$ cat src/rtl/keypad_pkg.sv
// keypad_pkg: key codes, keymap lookup and FSM state types shared by the keypad entry blocks.
package keypad_pkg;
    localparam logic [3:0] KEY_CLEAR = 4'hE;
    localparam logic [3:0] KEY_ENTER = 4'hF;
    // Nibble {col, row} of this constant is the code for that switch; C1R1 is the LS nibble.
    localparam logic [63:0] KEYMAP = 64'hDCBA_E963_F852_0741;
    typedef enum logic [1:0] {DRIVE, SETTLE, HOLD} scan_st_t;
    typedef enum logic {IDLE, PRESSED} deb_st_t;
    function automatic logic [3:0] keymap(input logic [1:0] col_idx, input logic [1:0] row_idx);
        return KEYMAP[{col_idx, row_idx, 2'b00} +: 4];
    endfunction
endpackage

$ cat src/rtl/keypad_entry_ctrl_if.sv
// keypad_entry_ctrl_if: valid/ready channel carrying a completed code to the compare logic.
interface keypad_entry_ctrl_if #(parameter int DIGITS = 4);
    logic [4*DIGITS-1:0] code_out;
    logic code_valid;
    logic code_ready;
    modport master(output code_out, code_valid, input code_ready);
    modport slave(input code_out, code_valid, output code_ready);
endinterface

$ cat src/rtl/keypad_scan_debounce.sv
// keypad_scan_debounce: column scan, once-per-slot row sampling and frame debounce into one-shot key events.
module keypad_scan_debounce
    import keypad_pkg::*;
#(
    parameter int SCAN_TICKS = 100000,
    parameter int SETTLE_TICKS = 8,
    parameter int DEBOUNCE_SCANS = 4
) (
    input  logic       clk,
    input  logic       rst,
    input  logic [3:0] row,
    output logic [3:0] col,
    output logic [3:0] key_code,
    output logic       key_strobe
);
    localparam int TW = $clog2(SCAN_TICKS + 1);
    localparam int DW = $clog2(DEBOUNCE_SCANS + 1);
    localparam logic [TW-1:0] LAST = TW'(SCAN_TICKS - 1);
    localparam logic [TW-1:0] SET = TW'(SETTLE_TICKS);
    localparam logic [DW-1:0] DB = DW'(DEBOUNCE_SCANS);
    scan_st_t st, st_nxt;
    deb_st_t db, db_nxt;
    logic [TW-1:0] tick;
    logic [1:0] cidx, ridx;
    logic [3:0] col_nxt, acc_code, cur_code, cand;
    logic [DW-1:0] db_cnt, run, cnt_nxt;
    logic last, sample, frame_done, acc_hit, cur_hit, same, accept;
    assign last = tick == LAST;
    // Reset parks the scan on the last tick of C4 so the next edge starts a fresh frame at C1.
    always_ff @(posedge clk)
        if (rst) begin
            st <= HOLD;
            tick <= LAST;
            cidx <= 2'd3;
            col <= 4'hF;
        end else begin
            st <= st_nxt;
            tick <= last ? '0 : tick + TW'(1);
            cidx <= cidx + {1'b0, last};
            col <= col_nxt;
        end
    always_comb
        st_nxt = st == DRIVE ? SETTLE : (st == SETTLE && tick != SET) ? SETTLE : last ? DRIVE : HOLD;
    always_comb begin
        sample = st == SETTLE && tick == SET;
        frame_done = sample && cidx == 2'd3;
        col_nxt = last ? ~(4'b1000 >> (cidx + 2'd1)) : col;
    end
    assign ridx = !row[3] ? 2'd0 : !row[2] ? 2'd1 : !row[1] ? 2'd2 : 2'd3;
    assign cur_hit = acc_hit || (sample && !(&row));
    assign cur_code = acc_hit ? acc_code : keymap(cidx, ridx);
    assign same = cur_hit && cur_code == cand && db_cnt != '0;
    always_ff @(posedge clk)
        if (rst) begin
            acc_hit <= 1'b0;
            acc_code <= '0;
            db <= IDLE;
            db_cnt <= '0;
            cand <= '0;
            key_code <= '0;
            key_strobe <= 1'b0;
        end else begin
            key_strobe <= accept;
            if (accept) key_code <= cur_code;
            if (sample) begin
                acc_hit <= cur_hit && !frame_done;
                acc_code <= cur_code;
            end
            if (frame_done) begin
                db <= db_nxt;
                db_cnt <= cnt_nxt;
                if (cur_hit) cand <= cur_code;
            end
        end
    // In PRESSED only NONE frames count, so other keys neither release nor repeat.
    always_comb begin
        run = db == IDLE ? (same ? db_cnt + DW'(1) : DW'(cur_hit)) : (cur_hit ? '0 : db_cnt + DW'(1));
        db_nxt = run == DB ? (db == IDLE ? PRESSED : IDLE) : db;
        cnt_nxt = run == DB ? '0 : run;
    end
    always_comb
        accept = frame_done && db == IDLE && run == DB;
endmodule

$ cat src/rtl/keypad_entry_ctrl.sv
// keypad_entry_ctrl: keypad scan plus DIGITS-nibble code entry buffer with valid/ready hand-off.
// Defining KEYPAD_AUTO_SUBMIT_EN submits on the final digit instead of on the F key.
module keypad_entry_ctrl
    import keypad_pkg::*;
#(
    parameter int SCAN_TICKS = 100000,
    parameter int SETTLE_TICKS = 8,
    parameter int DEBOUNCE_SCANS = 4,
    parameter int DIGITS = 4
) (
    input  logic                         clk,
    input  logic                         rst,
    input  logic [3:0]                   row,
    output logic [3:0]                   col,
    output logic [3:0]                   key_code,
    output logic                         key_strobe,
    output logic [$clog2(DIGITS+1)-1:0]  entry_cnt,
    keypad_entry_ctrl_if.master          bus
);
    localparam int CW = $clog2(DIGITS + 1);
    localparam logic [CW-1:0] FULL = CW'(DIGITS);
`ifdef KEYPAD_AUTO_SUBMIT_EN
    localparam bit AUTO = 1'b1;
`else
    localparam bit AUTO = 1'b0;
`endif
    logic [4*DIGITS-1:0] code_nxt;
    logic [CW-1:0] cnt_nxt;
    logic valid_nxt, take, full, empty, is_digit;
    keypad_scan_debounce #(
        .SCAN_TICKS(SCAN_TICKS),
        .SETTLE_TICKS(SETTLE_TICKS),
        .DEBOUNCE_SCANS(DEBOUNCE_SCANS)
    ) u_scan (
        .clk(clk),
        .rst(rst),
        .row(row),
        .col(col),
        .key_code(key_code),
        .key_strobe(key_strobe)
    );
    assign take = key_strobe && !bus.code_valid;
    assign full = entry_cnt == FULL;
    assign empty = entry_cnt == '0;
    assign is_digit = key_code < KEY_CLEAR;
    // A pending handshake wins; keys arriving while the code is held are dropped.
    always_comb begin
        code_nxt = bus.code_out;
        cnt_nxt = entry_cnt;
        valid_nxt = bus.code_valid;
        if (bus.code_valid && bus.code_ready) begin
            code_nxt = '0;
            cnt_nxt = '0;
            valid_nxt = 1'b0;
        end else if (take && is_digit && !full) begin
            code_nxt = {bus.code_out[4*DIGITS-5:0], key_code};
            cnt_nxt = entry_cnt + CW'(1);
            valid_nxt = AUTO && cnt_nxt == FULL;
        end else if (take && key_code == KEY_CLEAR && !empty) begin
            code_nxt = {4'h0, bus.code_out[4*DIGITS-1:4]};
            cnt_nxt = entry_cnt - CW'(1);
        end else if (!AUTO && take && key_code == KEY_ENTER && full) begin
            valid_nxt = 1'b1;
        end
    end
    always_ff @(posedge clk)
        if (rst) begin
            bus.code_out <= '0;
            bus.code_valid <= 1'b0;
            entry_cnt <= '0;
        end else begin
            bus.code_out <= code_nxt;
            bus.code_valid <= valid_nxt;
            entry_cnt <= cnt_nxt;
        end
endmodule

$ cat src/flat_wrapper.sv
// flat-port wrapper written by rule: the top's interface ports become plain ports
module keypad_entry_ctrl_flat import keypad_pkg::*;
#(
    parameter int SCAN_TICKS = 100000,
    parameter int SETTLE_TICKS = 8,
    parameter int DEBOUNCE_SCANS = 4,
    parameter int DIGITS = 4
)
  (clk, rst, row, col, key_code, key_strobe, entry_cnt, bus_code_out, bus_code_valid, bus_code_ready);
  keypad_entry_ctrl_if #(.DIGITS(DIGITS)) bus_i ();
  input  logic clk;
  input  logic rst;
  input  logic [3:0] row;
  output logic [3:0] col;
  output logic [3:0] key_code;
  output logic key_strobe;
  output logic [$clog2(DIGITS+1)-1:0] entry_cnt;
  output wire logic [$bits(bus_i.code_out)-1:0] bus_code_out;
  output wire logic [$bits(bus_i.code_valid)-1:0] bus_code_valid;
  input wire logic [$bits(bus_i.code_ready)-1:0] bus_code_ready;
  assign bus_code_out = bus_i.code_out;
  assign bus_code_valid = bus_i.code_valid;
  assign bus_i.code_ready = bus_code_ready;
  keypad_entry_ctrl #(.SCAN_TICKS(SCAN_TICKS), .SETTLE_TICKS(SETTLE_TICKS), .DEBOUNCE_SCANS(DEBOUNCE_SCANS), .DIGITS(DIGITS)) u_core (.clk(clk), .rst(rst), .row(row), .col(col), .key_code(key_code), .key_strobe(key_strobe), .entry_cnt(entry_cnt), .bus(bus_i));
endmodule
$ cat config.mk
export PLATFORM = sky130hd
export DESIGN_NAME = keypad_entry_ctrl_flat
export DESIGN_NICKNAME = d
export VERILOG_FILES = /design/src/rtl/keypad_pkg.sv /design/src/rtl/keypad_entry_ctrl_if.sv /design/src/rtl/keypad_scan_debounce.sv /design/src/rtl/keypad_entry_ctrl.sv /design/src/flat_wrapper.sv
export SDC_FILE = /design/constraint.sdc
export NUM_CORES = 1
export LEC_CHECK = 0
export ABC_CLOCK_PERIOD_IN_PS = 3800
export CAP_MARGIN = 20
export CORE_ASPECT_RATIO = 1.4
export CORE_MARGIN = 5
export CORE_UTILIZATION = 25
export CTS_CLUSTER_DIAMETER = 60
export DETAILED_ROUTE_END_ITERATION = 12
export MAX_ROUTING_LAYER = met4
export SETUP_SLACK_MARGIN = 0.5
export SYNTH_ARGS = -nofsm -noshare
export SYNTH_HDL_FRONTEND = slang
export SYNTH_SLANG_ARGS = --single-unit
$ cat constraint.sdc
create_clock -name clk -period 3.8 [get_ports clk]
set_input_delay 0.95 -clock clk [delete_from_list [all_inputs] [get_ports clk]]
set_output_delay 0.95 -clock clk [all_outputs]
set_load 0.03 [all_outputs]
==> results of run 1 <==
[flip-flops by register name, summed over array words and instances, names as in the netlist]
register / flops
u_core.u_scan.tick: 17
u_core.bus.code_out: 16
u_core.u_scan.acc_code: 4
u_core.u_scan.cand: 4
u_core.u_scan.col: 4
u_core.u_scan.key_code: 4
u_core.entry_cnt: 3
u_core.u_scan.db_cnt: 3
u_core.u_scan.cidx: 2
u_core.u_scan.st: 2
u_core.bus.code_valid: 1
u_core.u_scan.acc_hit: 1
u_core.u_scan.db: 1
u_core.u_scan.key_strobe: 1
[final timing paths]
path	start	end	slack [ps]
setup reg to reg	u_core.u_scan.tick[8]	u_core.u_scan.key_code[3]	1440
hold / removal	u_core.u_scan.col[3]	u_core.u_scan.col[3]	460
hold reg to reg	u_core.u_scan.col[3]	u_core.u_scan.col[3]	460
setup / recovery	row[2]	u_core.u_scan.key_code[3]	910
[through the flow]
step                setup slack, ps  cells  util [%]
detailed placement              111    516      30.1
floorplan                       754    341         -
CTS                             526    532      32.8
finish                          909    532      33.1
global placement                181    516      30.1
global route                    735    532      33.1
[area by class of cell]
class                           instances  area, sq um  area share (%)
Clock buffer                           13          240            6.11
Clock inverter                          3         67.6            1.72
Inverter                               13         48.8            1.24
Multi-Input combinational cell        248         1700            43.1
Sequential cell                        63         1260            32.1
Tap cell                              147          184            4.68
Timing Repair Buffer                   45          433            11.0
[power by group]
group | internal, mW | switching (mW)
logic | 0.220 | 0.246
clock network | 0.575 | 0.275
registers | 0.728 | 0.0890
[cells in the final DEF, fill, tap and decap left out, types with 2 or more instances in the layout]
cell / n
nor3_1: 13
clkbuf_1: 4
xor2_1: 8
or2_2: 2
nand3b_1: 5
and3_1: 8
nor4_1: 3
mux2i_1: 13
a21o_1: 5
a21oi_1: 17
buf_4: 10
nand2_1: 27
bufinv_16: 2
clkdlybuf4s50_1: 32
o21bai_1: 8
o21ai_0: 3
inv_1: 12
ha_1: 7
nor2_1: 37
clkbuf_16: 9
and2_1: 5
a22oi_1: 16
nand2b_1: 9
a31oi_1: 4
and4_1: 2
xnor2_1: 14
dfxtp_1: 63
dlymetal6s2s_1: 3
nand3_1: 9
[timing repair]
| item | 4_1_cts | 5_1_grt |
|---|---|---|
| hold endpoints to repair | 0 | 0 |
| pin swaps | 0 | 4 |
| resized for setup | 2 | 7 |
| hold buffers | 0 | 0 |
| setup endpoints to repair | 6 | 8 |
[cells by family (layout without fill, tap and decap cells)]
family / after synthesis / after routing / share of synthesized area (%)
fa+ha+maj: 8 / 8 / 3.53
xor+xnor: 22 / 22 / 6.33
simple gates: 136 / 136 / 24.3
mux: 13 / 13 / 4.27
compound gates: 69 / 69 / 16.0
buf+inv: 30 / 74 / 4.11
flops: 63 / 63 / 41.4
[routing by layer]
layer	up-vias	track usage [%]	part of all wire, %
met5	-	-	0
li1	1272	-	-
met2	59	15.9	48
met4	0	4.09	1.7
met1	1214	12.5	45
met3	12	2.49	5.5
[critical path: stages]
cell,delay (ps)
dlymetal6s2s_1,210
nand2_1,120
ha_1,320
or3_1,340
and3_4,200
a211oi_4,250
nor3b_4,280
nand4_4,180
mux2i_1,180
nor2_1,60
==> reports/results.ini, run 1 <==
[die]
io_pins=36
start_util_pct=25.6
core_sq_um=11900
num_rows=47
die_y_microns=141
die_x_microns=103
die_area_sq_um=14500

[detailed_routing]
antenna_left=0
drtIter0Drc=90
vias=2557
wl_per_cell_microns=13.0
dr.pass1.iters=4
vias_per_cell=4.81
drc=0
totalWireLength_mm=6.91

[cts]
htreeDepth=3
cts_tree=built
postCtsSetupBuffers=0
clk_pin_slew_ps=50
cts_buffers=9
clk_path_buf_depth=2
clkLatencyLatePin_ps=320
clockRootBuffer=clkbuf_16
numClockSinks=63

[yosys]
synth_commonest_cells=dfxtp_1, nor2_1, nand2_1
synth_edf_count=0
yosysMostFrequentCell=dfxtp_1
synth_nets=356
ys_seq_area_share_pct=41.4
synth_ff_type=dfxtp_1
ys_ff_latch=63
synth_cells=341
async_flop_share_pct=0
yosysTopAreaCell=dfxtp_1
synth.distinct_cells=56
yosysWarnings=0
netlist_area_sq_um=3040
syn_avg_cell_area_sq_um=8.93
yosysTopAreaCellShare_pct=41.4
yosys-top-cells-area=dfxtp_1, nor2_1, mux2i_1

[sta]
rsz0062_at_grt=false
max_freq_mhz=346
report.final.slew_viol_count=0
tightest_slew_ps=647
period_needed_ps=2890
timing.slew.headroom_pct=56.3
report.final.setup_viol=0
fin_tns_setup_ps=0
fin_skew_ps=5.17
fin_crit_sh_pct=76.1
holdWs_ps=463
finalHoldViolCount=0

[final_layout]
synthToLayoutAreaGrowth_pct=29.1
fillers=1242
layout.cell_area.non_filler_sq_um=3930
nNetsFinal=395
layout-drive-gt1-share_pct=9.87
num_antenna_cells=0

[pwr]
cellLeakagePower_nw=1.54
pwr_density_cell_nw_per_um2=543
peakVddDrop_mv=0.316
total_power_mw=2.13

[job]
max_cap_viol_count=0

[min_path]
min_path_cells=1
hp-class=register to register

[global_routing]
grt_pass1_wl_mm=11.7
grt_pass1_vias=2507
grt_max_degree=44
grt_overflow_total=0
grt_usage_pct=10.2
antenna_found_initial=0

[run_status]
status=completed

[worst_setup_path]
cp_max_fo=5
reg2regPathDepth=7
crit_type=primary input to register
start_kind=primary input
cp.arrival_ps=3080
critPathCaptureType=register
cp_data_required_time_ps=3990

[placed_design]
port_buffers=35
place_area_sq_um=3580
dp_hpwl_mm=4.95
gp_congestion=0.784

(Power assumes the default switching activity.)
==> run 2: changes to the inputs <==
--- a/config.mk
+++ b/config.mk
@@ -5,7 +5,7 @@
 export SDC_FILE = /design/constraint.sdc
 export NUM_CORES = 1
 export LEC_CHECK = 0
-export ABC_CLOCK_PERIOD_IN_PS = 3800
+export ABC_CLOCK_PERIOD_IN_PS = 3030
 export CAP_MARGIN = 20
 export CORE_ASPECT_RATIO = 1.4
 export CORE_MARGIN = 5
==> constraint.sdc (replaced) <==
create_clock -name clk -period 3.03 [get_ports clk]
set_input_delay 0.7575 -clock clk [delete_from_list [all_inputs] [get_ports clk]]
set_output_delay 0.7575 -clock clk [all_outputs]
set_load 0.03 [all_outputs]
==> run 2 against run 1 <==
Critical path depth increased by 1. Count of clock-buffer cells in the layout decreased by 2. Flip-flop and latch count unchanged. Non-clock buffer count increased by 5. Critical path type unchanged. Largest power group is now registers. Highest routed layer unchanged.
==> reports/results.ini, run 2 (same netlist as run 1, synthesis figures left out) <==
[die]
die_area_sq_um=14500
num_rows=47
die_y_microns=141
io_pins=36
core_sq_um=11900
die_x_microns=103
start_util_pct=25.6

[sta]
fin_skew_ps=4.53
final.setup.worst_slack_ps=512
report.final.slew_viol_count=0
finalHoldViolCount=0
tightest_slew_ps=596
report.final.setup_viol=0
max_freq_mhz=397
fin_crit_sh_pct=83.1
timing.slew.headroom_pct=60.3
period_needed_ps=2520
holdWs_ps=459
rsz0062_at_grt=true

[worst_setup_path]
start_kind=primary input
reg2regPathDepth=9
cp.arrival_ps=2720
crit_type=primary input to register
cpMaxStageDelayCell=or3_4
cp_max_fo=5
cp_data_required_time_ps=3230
critPathCaptureType=register
worstPathCellList=buf_8, nand2b_4, nand2_4, ha_4, or3_4, and3_4, a211oi_2, nor3b_4, nand4_4, mux2i_1, nor2_1
slowest_delay_ps=370

[final_layout]
final_util_pct=33.4
multi_input_area_sq_um=1750
largest-register=u_core.u_scan.tick
layoutNonFillerInstCount=536
reg_top3=u_core.u_scan.tick: 17 flops, u_core.bus.code_out: 16 flops
layout.cell_area.non_filler_sq_um=3970
layout-drive-gt1-share_pct=14.9
num_antenna_cells=0
fillers=1257
nNetsFinal=400
synthToLayoutAreaGrowth_pct=30.5
regArea_sq_um=1260
mostFrequentLayoutCells=dfxtp_1, nor2_1, clkdlybuf4s50_1, nand2_1, a21oi_1
layout_commonest_cell=dfxtp_1
largest_reg_flops=17

[pwr]
pwr_density_cell_nw_per_um2=641
cellLeakagePower_nw=1.54
peakVddDrop_mv=0.404

[detailed_routing]
antenna_left=0
wl_per_cell_microns=12.8
dr.pass1.iters=5
totalWireLength_mm=6.84
vias_per_cell=4.72
drc=0
drtIter0Drc=71
vias=2531

[global_routing]
grt_pass1_wl_mm=12.1
grt_usage_pct=10.5
grt_overflow_total=0
grt_pass1_vias=2641
antenna_found_initial=0
grt_max_degree=44

[placed_design]
gp_congestion=0.794
place_ws_ps=-343
port_buffers=35
dp_hpwl_mm=5.14
dp.cells=518
place_area_sq_um=3650

[cts]
htreeDepth=3
clk_path_buf_depth=2
numClockSinks=63
clk_pin_slew_ps=50
clockRootBuffer=clkbuf_16
cts_tree=built
cts_buffers=9
cts_hold_buf=0
clkLatencyLatePin_ps=320

[run_status]
status=completed

[min_path]
min_path_cells=1
hp-class=register to register

[job]
max_cap_viol_count=0

==> run 2: final timing paths <==
check | from | endpoint | slack (ps)
worst max-delay path | row[1] | u_core.u_scan.key_code[0] | 510
worst min-delay path | u_core.u_scan.col[3] | u_core.u_scan.col[3] | 460
worst max register to register | u_core.u_scan.tick[0] | u_core.u_scan.key_code[0] | 700
worst min register to register | u_core.u_scan.col[3] | u_core.u_scan.col[3] | 460
==> run 2: metrics by stage <==
stage | total power, mW | TNS, ps
4_1_cts | 2.58 | 0
3_5_place_dp | 1.65 | -2640
6_report | 2.55 | 0
3_3_place_gp | 1.63 | -2410
2_1_floorplan | 1.48 | 0
5_1_grt | 2.72 | 0
==> run 2: routing by layer <==
metal / vias to the layer above / routed length (microns) / global-route usage, %
met3: 7 / 405 / 3.18
met1: 1173 / 3000 / 12.3
met5: - / 0 / -
met4: 0 / 72 / 2.86
met2: 58 / 3360 / 17.4
li1: 1293 / - / -
==> run 2: final cells by class <==
cell class	instances	share of cell area [%]
Multi-Input combinational cell	248	44.1
Inverter	13	1.23
Sequential cell	63	31.8
Timing Repair Buffer	50	11.5
Clock inverter	4	0.567
Clock buffer	11	6.11
Tap cell	147	4.63
==> run 2: worst max-delay path: cells and delay by family <==
kind / cells / cell delay, ps
fa+ha+maj: 1 / 190
buf+inv: 1 / 100
simple gates: 7 / 1230
mux: 1 / 190
compound gates: 1 / 240
==> run 2: report_power, final <==
| group | internal (mW) | total [mW] | switching (mW) |
|---|---|---|---|
| clock | 0.566 | 0.905 | 0.339 |
| sequential | 0.913 | 1.03 | 0.114 |
| combinational | 0.287 | 0.614 | 0.327 |
| total | 1.77 | 2.55 | 0.780 |
==> run 2: repair_timing <==
| action | in CTS | in global routing |
|---|---|---|
| setup buffers | 2 | 0 |
| pin swaps | 2 | 6 |
| setup endpoints to repair | 12 | 9 |
| resized for setup | 17 | 4 |
